### config.mk
export PLATFORM = sky130hd
export DESIGN_NAME = fp_adder_arbiter_flat
export DESIGN_NICKNAME = d
export VERILOG_FILES = /design/src/rtl/fp_adder_arbiter_pkg.sv /design/src/rtl/fp_adder_arbiter_if.sv /design/src/rtl/fp_adder_arbiter_rr_arbiter.sv /design/src/rtl/fp_adder_arbiter.sv /design/src/flat_wrapper.sv
export SDC_FILE = /design/constraint.sdc
export NUM_CORES = 1
export LEC_CHECK = 0
export CORE_AREA = 5 5 156 158
export DETAILED_ROUTE_END_ITERATION = 7
export DIE_AREA = 0 0 161 163
export PLACE_DENSITY = 0.65
export SYNTH_ARGS = -nofsm -noshare
export SYNTH_HDL_FRONTEND = slang
export SYNTH_SLANG_ARGS = --single-unit
### constraint.sdc
create_clock -name Clock -period 1.9 [get_ports Clock]
set_input_delay 0.38 -clock Clock [delete_from_list [all_inputs] [get_ports Clock]]
set_output_delay 0.38 -clock Clock [all_outputs]
set_load 0.05 [all_outputs]
### src/rtl/fp_adder_arbiter_pkg.sv
// Shared types and constants for the floating-point adder arbiter.
package fp_adder_arbiter_pkg;

   // IEEE-754 single-precision value carried as raw bits
   typedef logic [31:0] float;

   // Sequencer states for one adder operation
   typedef enum logic [1:0] {
      IDLE    = 2'd0,
      ISSUE   = 2'd1,
      WAIT    = 2'd2,
      RESPOND = 2'd3
   } arb_state_t;

   // Cycles after Go before an operation is abandoned
   localparam int FP_ARB_TIMEOUT_DEFAULT = 64;

endpackage

### src/rtl/fp_adder_arbiter_if.sv
// Bundle of requester-side and adder-side signals around the arbiter.
// slave: the arbiter itself. master: the clients plus the adder.
interface fp_adder_arbiter_if
   import fp_adder_arbiter_pkg::*;
#(
   parameter int NUM_REQ = 4,
   parameter int IDW     = $clog2(NUM_REQ)
);

   // Requester side
   logic [NUM_REQ-1:0]    ReqValid;
   logic [NUM_REQ-1:0]    ReqReady;
   logic [NUM_REQ*32-1:0] ReqA;
   logic [NUM_REQ*32-1:0] ReqB;
   logic [NUM_REQ-1:0]    RespValid;
   float                  RespResult;
   logic                  RespZero;
   logic                  RespInf;
   logic                  RespNan;
   logic                  RespError;
   logic [IDW-1:0]        RespId;

   // Adder side
   float                  AdderA;
   float                  AdderB;
   logic                  AdderGo;
   float                  AdderResult;
   logic                  AdderReady;
   logic                  AdderZero;
   logic                  AdderInf;
   logic                  AdderNan;

   modport slave (
      input  ReqValid, ReqA, ReqB,
      input  AdderResult, AdderReady, AdderZero, AdderInf, AdderNan,
      output ReqReady, RespValid, RespResult, RespZero, RespInf, RespNan,
      output RespError, RespId,
      output AdderA, AdderB, AdderGo
   );

   modport master (
      output ReqValid, ReqA, ReqB,
      output AdderResult, AdderReady, AdderZero, AdderInf, AdderNan,
      input  ReqReady, RespValid, RespResult, RespZero, RespInf, RespNan,
      input  RespError, RespId,
      input  AdderA, AdderB, AdderGo
   );

endinterface

### src/rtl/fp_adder_arbiter_rr_arbiter.sv
// Combinational round-robin picker: the first set request found when
// searching upward from i_ptr+1, wrapping modulo NUM_REQ.
module rr_arbiter #(
   parameter int NUM_REQ = 4,
   parameter int IDW     = $clog2(NUM_REQ)
) (
   input  logic [NUM_REQ-1:0] i_req,
   input  logic [IDW-1:0]     i_ptr,
   output logic [NUM_REQ-1:0] o_grant,
   output logic [IDW-1:0]     o_idx,
   output logic               o_any
);

   // Walk candidates from lowest to highest priority so the winner is written last
   always_comb begin
      // NOTE: every output gets a default before the search; otherwise a path
      // with no match would hold the old value and infer a latch.
      o_grant = '0;
      o_idx   = '0;
      o_any   = 1'b0;
      for (int k = NUM_REQ; k >= 1; k--) begin
         for (int i = 0; i < NUM_REQ; i++) begin
            if ((i == (int'(i_ptr) + k) % NUM_REQ) && i_req[i]) begin
               o_grant    = '0;
               o_grant[i] = 1'b1;
               o_idx      = IDW'(i);
               o_any      = 1'b1;
            end
         end
      end
   end

endmodule

### src/rtl/fp_adder_arbiter.sv
// Shares one floating-point adder among NUM_REQ requesters: round-robin
// grant, one operation in flight, result routed back to its owner.
module fp_adder_arbiter
   import fp_adder_arbiter_pkg::*;
#(
   parameter int NUM_REQ = 4,
   parameter int TIMEOUT = FP_ARB_TIMEOUT_DEFAULT,
   parameter int IDW     = $clog2(NUM_REQ)
) (
   input  logic              Clock,
   input  logic              Reset,
   fp_adder_arbiter_if.slave bus,
   output logic              Busy
);

   localparam int CW = (TIMEOUT > 1) ? $clog2(TIMEOUT) : 1;

   arb_state_t         r_state;
   logic [IDW-1:0]     r_ptr;
   logic [IDW-1:0]     r_id;
   float               r_op_a;
   float               r_op_b;
   logic               r_go;
   logic               r_ready_d;
   logic [CW-1:0]      r_cnt;
   logic [NUM_REQ-1:0] r_resp_valid;
   float               r_resp_result;
   logic               r_resp_zero;
   logic               r_resp_inf;
   logic               r_resp_nan;
   logic               r_resp_error;
   logic [IDW-1:0]     r_resp_id;

   logic [NUM_REQ-1:0] w_grant;
   logic [IDW-1:0]     w_grant_idx;
   logic               w_any;
   float               w_op_a;
   float               w_op_b;
   logic               w_ready_rise;

   rr_arbiter #(
      .NUM_REQ (NUM_REQ),
      .IDW     (IDW)
   ) u_rr (
      .i_req   (bus.ReqValid),
      .i_ptr   (r_ptr),
      .o_grant (w_grant),
      .o_idx   (w_grant_idx),
      .o_any   (w_any)
   );

   // Select the grantee's operand pair from the packed request buses
   always_comb begin
      w_op_a = '0;
      w_op_b = '0;
      for (int i = 0; i < NUM_REQ; i++) begin
         if (w_grant[i]) begin
            w_op_a = bus.ReqA[32*i +: 32];
            w_op_b = bus.ReqB[32*i +: 32];
         end
      end
   end

   // A ReadyResult level left over from an earlier op must not complete this one
   assign w_ready_rise = bus.AdderReady & ~r_ready_d;

   assign bus.ReqReady   = (r_state == IDLE) ? w_grant : '0;
   assign bus.AdderA     = r_op_a;
   assign bus.AdderB     = r_op_b;
   assign bus.AdderGo    = r_go;
   assign bus.RespValid  = r_resp_valid;
   assign bus.RespResult = r_resp_result;
   assign bus.RespZero   = r_resp_zero;
   assign bus.RespInf    = r_resp_inf;
   assign bus.RespNan    = r_resp_nan;
   assign bus.RespError  = r_resp_error;
   assign bus.RespId     = r_resp_id;
   assign Busy           = (r_state != IDLE);

   // Operation sequencer: grant, pulse Go, wait for result or timeout, respond
   always_ff @(posedge Clock) begin
      // NOTE: reset is synchronous and active-high here, so it is just the
      // first branch inside the clocked block, not in the sensitivity list.
      if (Reset) begin
         r_state       <= IDLE;
         r_ptr         <= IDW'(NUM_REQ - 1);
         r_id          <= '0;
         r_op_a        <= '0;
         r_op_b        <= '0;
         r_go          <= 1'b0;
         r_ready_d     <= 1'b0;
         r_cnt         <= '0;
         r_resp_valid  <= '0;
         r_resp_result <= '0;
         r_resp_zero   <= 1'b0;
         r_resp_inf    <= 1'b0;
         r_resp_nan    <= 1'b0;
         r_resp_error  <= 1'b0;
         r_resp_id     <= '0;
      end else begin
         // NOTE: all state updates use non-blocking assignment so every
         // register sees the pre-edge value of every other register.
         r_ready_d    <= bus.AdderReady;
         r_go         <= 1'b0;
         r_resp_valid <= '0;
         case (r_state)
            IDLE: begin
               if (w_any) begin
                  r_op_a  <= w_op_a;
                  r_op_b  <= w_op_b;
                  r_id    <= w_grant_idx;
                  r_ptr   <= w_grant_idx;
                  r_go    <= 1'b1;
                  r_state <= ISSUE;
               end
            end
            ISSUE: begin
               r_cnt   <= '0;
               r_state <= WAIT;
            end
            WAIT: begin
               if (w_ready_rise) begin
                  r_resp_result <= bus.AdderResult;
                  r_resp_zero   <= bus.AdderZero;
                  r_resp_inf    <= bus.AdderInf;
                  r_resp_nan    <= bus.AdderNan;
                  r_resp_error  <= 1'b0;
                  r_resp_id     <= r_id;
                  r_op_a        <= '0;
                  r_op_b        <= '0;
                  r_state       <= RESPOND;
               end else if (r_cnt == CW'(TIMEOUT - 1)) begin
                  r_resp_result <= '0;
                  r_resp_zero   <= 1'b0;
                  r_resp_inf    <= 1'b0;
                  r_resp_nan    <= 1'b0;
                  r_resp_error  <= 1'b1;
                  r_resp_id     <= r_id;
                  r_op_a        <= '0;
                  r_op_b        <= '0;
                  r_state       <= RESPOND;
               end else begin
                  r_cnt <= r_cnt + 1'b1;
               end
            end
            RESPOND: begin
               r_resp_valid <= NUM_REQ'(1) << r_id;
               r_state      <= IDLE;
            end
            default: r_state <= IDLE;
         endcase
      end
   end

endmodule

### src/flat_wrapper.sv
// flat-port wrapper written by rule: the top's interface ports become plain ports
module fp_adder_arbiter_flat import fp_adder_arbiter_pkg::*;
#(
   parameter int NUM_REQ = 4,
   parameter int TIMEOUT = FP_ARB_TIMEOUT_DEFAULT,
   parameter int IDW     = $clog2(NUM_REQ)
)
  (Clock, Reset, Busy, bus_ReqValid, bus_ReqA, bus_ReqB, bus_AdderResult, bus_AdderReady, bus_AdderZero, bus_AdderInf, bus_AdderNan, bus_ReqReady, bus_RespValid, bus_RespResult, bus_RespZero, bus_RespInf, bus_RespNan, bus_RespError, bus_RespId, bus_AdderA, bus_AdderB, bus_AdderGo);
  fp_adder_arbiter_if #(.NUM_REQ(NUM_REQ), .IDW(IDW)) bus_i ();
  input  logic Clock;
  input  logic Reset;
  output logic Busy;
  input wire logic [$bits(bus_i.ReqValid)-1:0] bus_ReqValid;
  input wire logic [$bits(bus_i.ReqA)-1:0] bus_ReqA;
  input wire logic [$bits(bus_i.ReqB)-1:0] bus_ReqB;
  input wire logic [$bits(bus_i.AdderResult)-1:0] bus_AdderResult;
  input wire logic [$bits(bus_i.AdderReady)-1:0] bus_AdderReady;
  input wire logic [$bits(bus_i.AdderZero)-1:0] bus_AdderZero;
  input wire logic [$bits(bus_i.AdderInf)-1:0] bus_AdderInf;
  input wire logic [$bits(bus_i.AdderNan)-1:0] bus_AdderNan;
  output wire logic [$bits(bus_i.ReqReady)-1:0] bus_ReqReady;
  output wire logic [$bits(bus_i.RespValid)-1:0] bus_RespValid;
  output wire logic [$bits(bus_i.RespResult)-1:0] bus_RespResult;
  output wire logic [$bits(bus_i.RespZero)-1:0] bus_RespZero;
  output wire logic [$bits(bus_i.RespInf)-1:0] bus_RespInf;
  output wire logic [$bits(bus_i.RespNan)-1:0] bus_RespNan;
  output wire logic [$bits(bus_i.RespError)-1:0] bus_RespError;
  output wire logic [$bits(bus_i.RespId)-1:0] bus_RespId;
  output wire logic [$bits(bus_i.AdderA)-1:0] bus_AdderA;
  output wire logic [$bits(bus_i.AdderB)-1:0] bus_AdderB;
  output wire logic [$bits(bus_i.AdderGo)-1:0] bus_AdderGo;
  assign bus_i.ReqValid = bus_ReqValid;
  assign bus_i.ReqA = bus_ReqA;
  assign bus_i.ReqB = bus_ReqB;
  assign bus_i.AdderResult = bus_AdderResult;
  assign bus_i.AdderReady = bus_AdderReady;
  assign bus_i.AdderZero = bus_AdderZero;
  assign bus_i.AdderInf = bus_AdderInf;
  assign bus_i.AdderNan = bus_AdderNan;
  assign bus_ReqReady = bus_i.ReqReady;
  assign bus_RespValid = bus_i.RespValid;
  assign bus_RespResult = bus_i.RespResult;
  assign bus_RespZero = bus_i.RespZero;
  assign bus_RespInf = bus_i.RespInf;
  assign bus_RespNan = bus_i.RespNan;
  assign bus_RespError = bus_i.RespError;
  assign bus_RespId = bus_i.RespId;
  assign bus_AdderA = bus_i.AdderA;
  assign bus_AdderB = bus_i.AdderB;
  assign bus_AdderGo = bus_i.AdderGo;
  fp_adder_arbiter #(.NUM_REQ(NUM_REQ), .TIMEOUT(TIMEOUT), .IDW(IDW)) u_core (.Clock(Clock), .Reset(Reset), .bus(bus_i), .Busy(Busy));
endmodule
==> reports/results.ini <==
[logic_synthesis]
async_flop_share_pct = 0
synthMuxAreaShare_pct = 0.5037
synth_xor_area_share_pct = 0.4407
yosysWarnings = 0
synth-seq-area-share_pct = 40.29
syn-num-nets = 1032
synth_top_family_by_area = compound AO/OA/AOI/OAI gates
yosysMostFrequentCell = dfxtp_1
yosysTopAreaCell = dfxtp_1
synth_cell_types = 46
synth_compound_area_share_pct = 34.96
synth_top_flop_cell = dfxtp_1
yosysTopAreaCellShare_pct = 40.29
synthSimpleGateAreaFrac_pct = 14.19
ys_top_cells_by_count = dfxtp_1 (120), a22oi_1 (74), o21ai_0 (67)
yosys-top-cells-area = dfxtp_1 (40%), a22oi_1 (9.3%), a221oi_1 (6.6%), o21ai_0 (5.6%), nor2_1 (3.5%)
netlist_area_mm2 = 0.005962
synth_edf_count = 0
ys_ff_latch = 120
syn-mean-instance-area_um2 = 8.167
netlist_instances = 730
synth_fa_ha_area_share_pct = 0.8395

[sta]
fin_crit_sh_pct = 105.4
skew_ns = 0.01054
worst_slack_ns = -0.1027
timing.slew.headroom_pct = 63.14
rsz0062_at_grt = yes
fmax_mhz = 499.3
finalMaxSlewViolations = 0
setup_violations = 3
tightest_slew_ns = 0.5529
period_needed_ns = 2.003
finalHoldViolCount = 0

[setup_path]
critPathMaxFanout = 5
worstRegToRegCells = 8
critPathKind = register to output port
reg2reg_slack_ns = 0.04
regToRegStartpoint = u_core.r_ptr[0]
cp-end-kind = output port
critPathLaunchType = register
crit_start = u_core.r_ptr[0]
crit_end = bus_ReqReady[3]
reg2reg_to = u_core.bus.AdderA[30]
crit_arrival_ns = 1.62
required_ns = 1.52

[run_status]
violations = setup timing
status = finished with violations

[global_routing]
grt_pass1_vias = 7693
grt-ovfl-total = 0
antenna_found_initial = 3
grt.total_usage_pct = 21.72
grt_pass1_wl_mm = 44.57
grt_max_degree = 52

[clock_tree]
hold_buffers = 0
clock_path_buffers = 2
clkTransAtPathRegs_ns = 0.06
root_buffer = clkbuf_16
cts_tree = built
htreeDepth = 4
cts_sinks = 120
cts_inserted_buffers = 17
clock_latency_ns = 0.42

[route]
first_pass_iters = 5
vias = 7609
wl_per_cell_um = 20.41
drt_iter0_drc = 423
postRouteAntennaNets = 0
vias_per_cell = 5.131
wirelength_mm = 30.27
drc = 0

[die]
die_w_um = 161
core_area_mm2 = 0.02298
die_y_um = 163
initial_core_util_pct = 25.94
fp-row-count = 56
io-pin-count = 410
die-area_mm2 = 0.02624

[layout]
fin_nets = 1482
syn2layout_area_growth_pct = 100.2
regArea_mm2 = 0.002420
nFillCells = 2179
layout-drive-gt1-share_pct = 21.37
fin_util_pct = 51.93
diodes = 0
multi_input_area_mm2 = 0.003338

[power_and_ir_drop]
power.leakage_nw = 4.873
p_total_mw = 17.02
ir_drop_v = 0.0006215
power_density_mw_per_mm2 = 1427

[worst_hold_path]
hold_class = register to register

[place]
io_buffers = 409
place.gp.congestion = 0.9011
dpl.hpwl_mm = 22.54

[flow_run]
max_cap_viol_count = 0

## worst min-delay path by stage
| stage | startpoint | to | slack, ns | depth (start not counted) |
|---|---|---|---|---|
| 2_1_floorplan | u_core.r_id[1] | u_core.bus.RespValid[1] | 0.44 | 1 |
| 3_3_place_gp | u_core.bus.AdderA[23] | u_core.bus.AdderA[23] | 0.44 | 2 |
| 3_5_place_dp | u_core.bus.AdderA[8] | u_core.bus.AdderA[8] | 0.44 | 2 |
| 4_1_cts | u_core.bus.AdderB[18] | u_core.bus.AdderB[18] | 0.45 | 2 |
| 5_1_grt | u_core.bus.AdderB[18] | u_core.bus.AdderB[18] | 0.47 | 2 |
| 6_report | u_core.bus.AdderB[18] | u_core.bus.AdderB[18] | 0.45 | 2 |
## kinds of logic (layout without fill, tap and decap cells)
group,count (synthesis),in the layout
AO/OA/AOI/OAI,297,297
XOR/XNOR,3,3
adder cells (fa/ha/maj),4,4
buffers and inverters,121,584
flip-flops,120,120
multiplexers,3,3
AND/OR/NAND/NOR,182,182
## critical path, cell delays in order (launching register included)
cell and delay, ns:
dfxtp_4 0.36, nand2b_4 0.16, a221oi_4 0.29, nand2b_4 0.22, nor2_4 0.04, buf_8 0.14
## placed cells by master (no fill, tap or decap), types with 4 or more instances in the layout
master,count
a21oi_1,7
a221oi_1,34
a221oi_2,10
a22oi_1,72
a31oi_1,20
a32oi_1,5
buf_12,22
buf_4,129
buf_6,7
clkbuf_16,20
clkdlybuf4s50_1,292
dfxtp_1,114
dfxtp_4,4
dlygate4sd2_1,43
inv_1,44
nand2_1,50
nand3_1,23
nor2_1,52
nor2_4,4
nor3_1,22
nor3_4,5
o211ai_1,21
o21ai_0,63
o21ai_1,28
o32ai_1,20
## metrics by stage
| step | TNS, ns | instances | hold WS (ns) | cell area, µm² | worst slack, ns |
|---|---|---|---|---|---|
| CTS | -0.4469 | 1477 | 0.4546 | 11750 | -0.1491 |
| global placement | -33.42 | 1429 | 0.4377 | 10800 | -0.6138 |
| floorplan | 0 | 730 | 0.4442 | 6015 | 0.001528 |
| detailed placement | -36.97 | 1429 | 0.4445 | 10800 | -0.6509 |
| finish | -0.1772 | 1483 | 0.4511 | 11930 | -0.1027 |
| global route | -1.823 | 1483 | 0.4706 | 11930 | -0.1655 |
## area by class of cell
type | instances | area share (%)
clock buffers | 19 | 3.795
inverters | 48 | 1.636
well taps | 290 | 3.040
multi-input cells | 489 | 27.97
flip-flops and latches | 120 | 20.28
clock inverters | 13 | 1.384
repair buffers | 504 | 41.90
## layer usage
metal | track usage [%] | up-vias | part of all wire, %
met4 | 6.863 | 4 | 2.4
met5 | 0 | - | 0.089
li1 | - | 3642 | -
met3 | 6.049 | 57 | 7.9
met2 | 39.56 | 338 | 51
met1 | 24.62 | 3568 | 39
## what timing repair did
action / CTS / global route
gates cloned: 2 / 3
setup endpoints to repair: 110 / 59
pin swaps: 8 / 12
buffers inserted: 14 / 7
resized for setup: 92 / 30
## sequential cells by signal (all words and copies together) (netlist names)
name and flops:
u_core.r_id 2, u_core.r_cnt 6, u_core.bus.AdderGo 1, u_core.bus.RespNan 1, u_core.bus.RespZero 1, u_core.bus.RespInf 1, u_core.bus.RespValid 4, u_core.r_state 2
u_core.bus.AdderB 32, u_core.bus.AdderA 32, u_core.bus.RespId 2, u_core.bus.RespError 1, u_core.r_ready_d 1, u_core.r_ptr 2, u_core.bus.RespResult 32
## power breakdown
part / switching (mW) / internal [mW] / total [mW]
sequential: 0.498 / 3.30 / 3.79
clock: 1.28 / 2.14 / 3.42
combinational: 5.94 / 3.86 / 9.81
total: 7.72 / 9.31 / 17.0
Note: power is estimated with default switching activity, not from simulation.
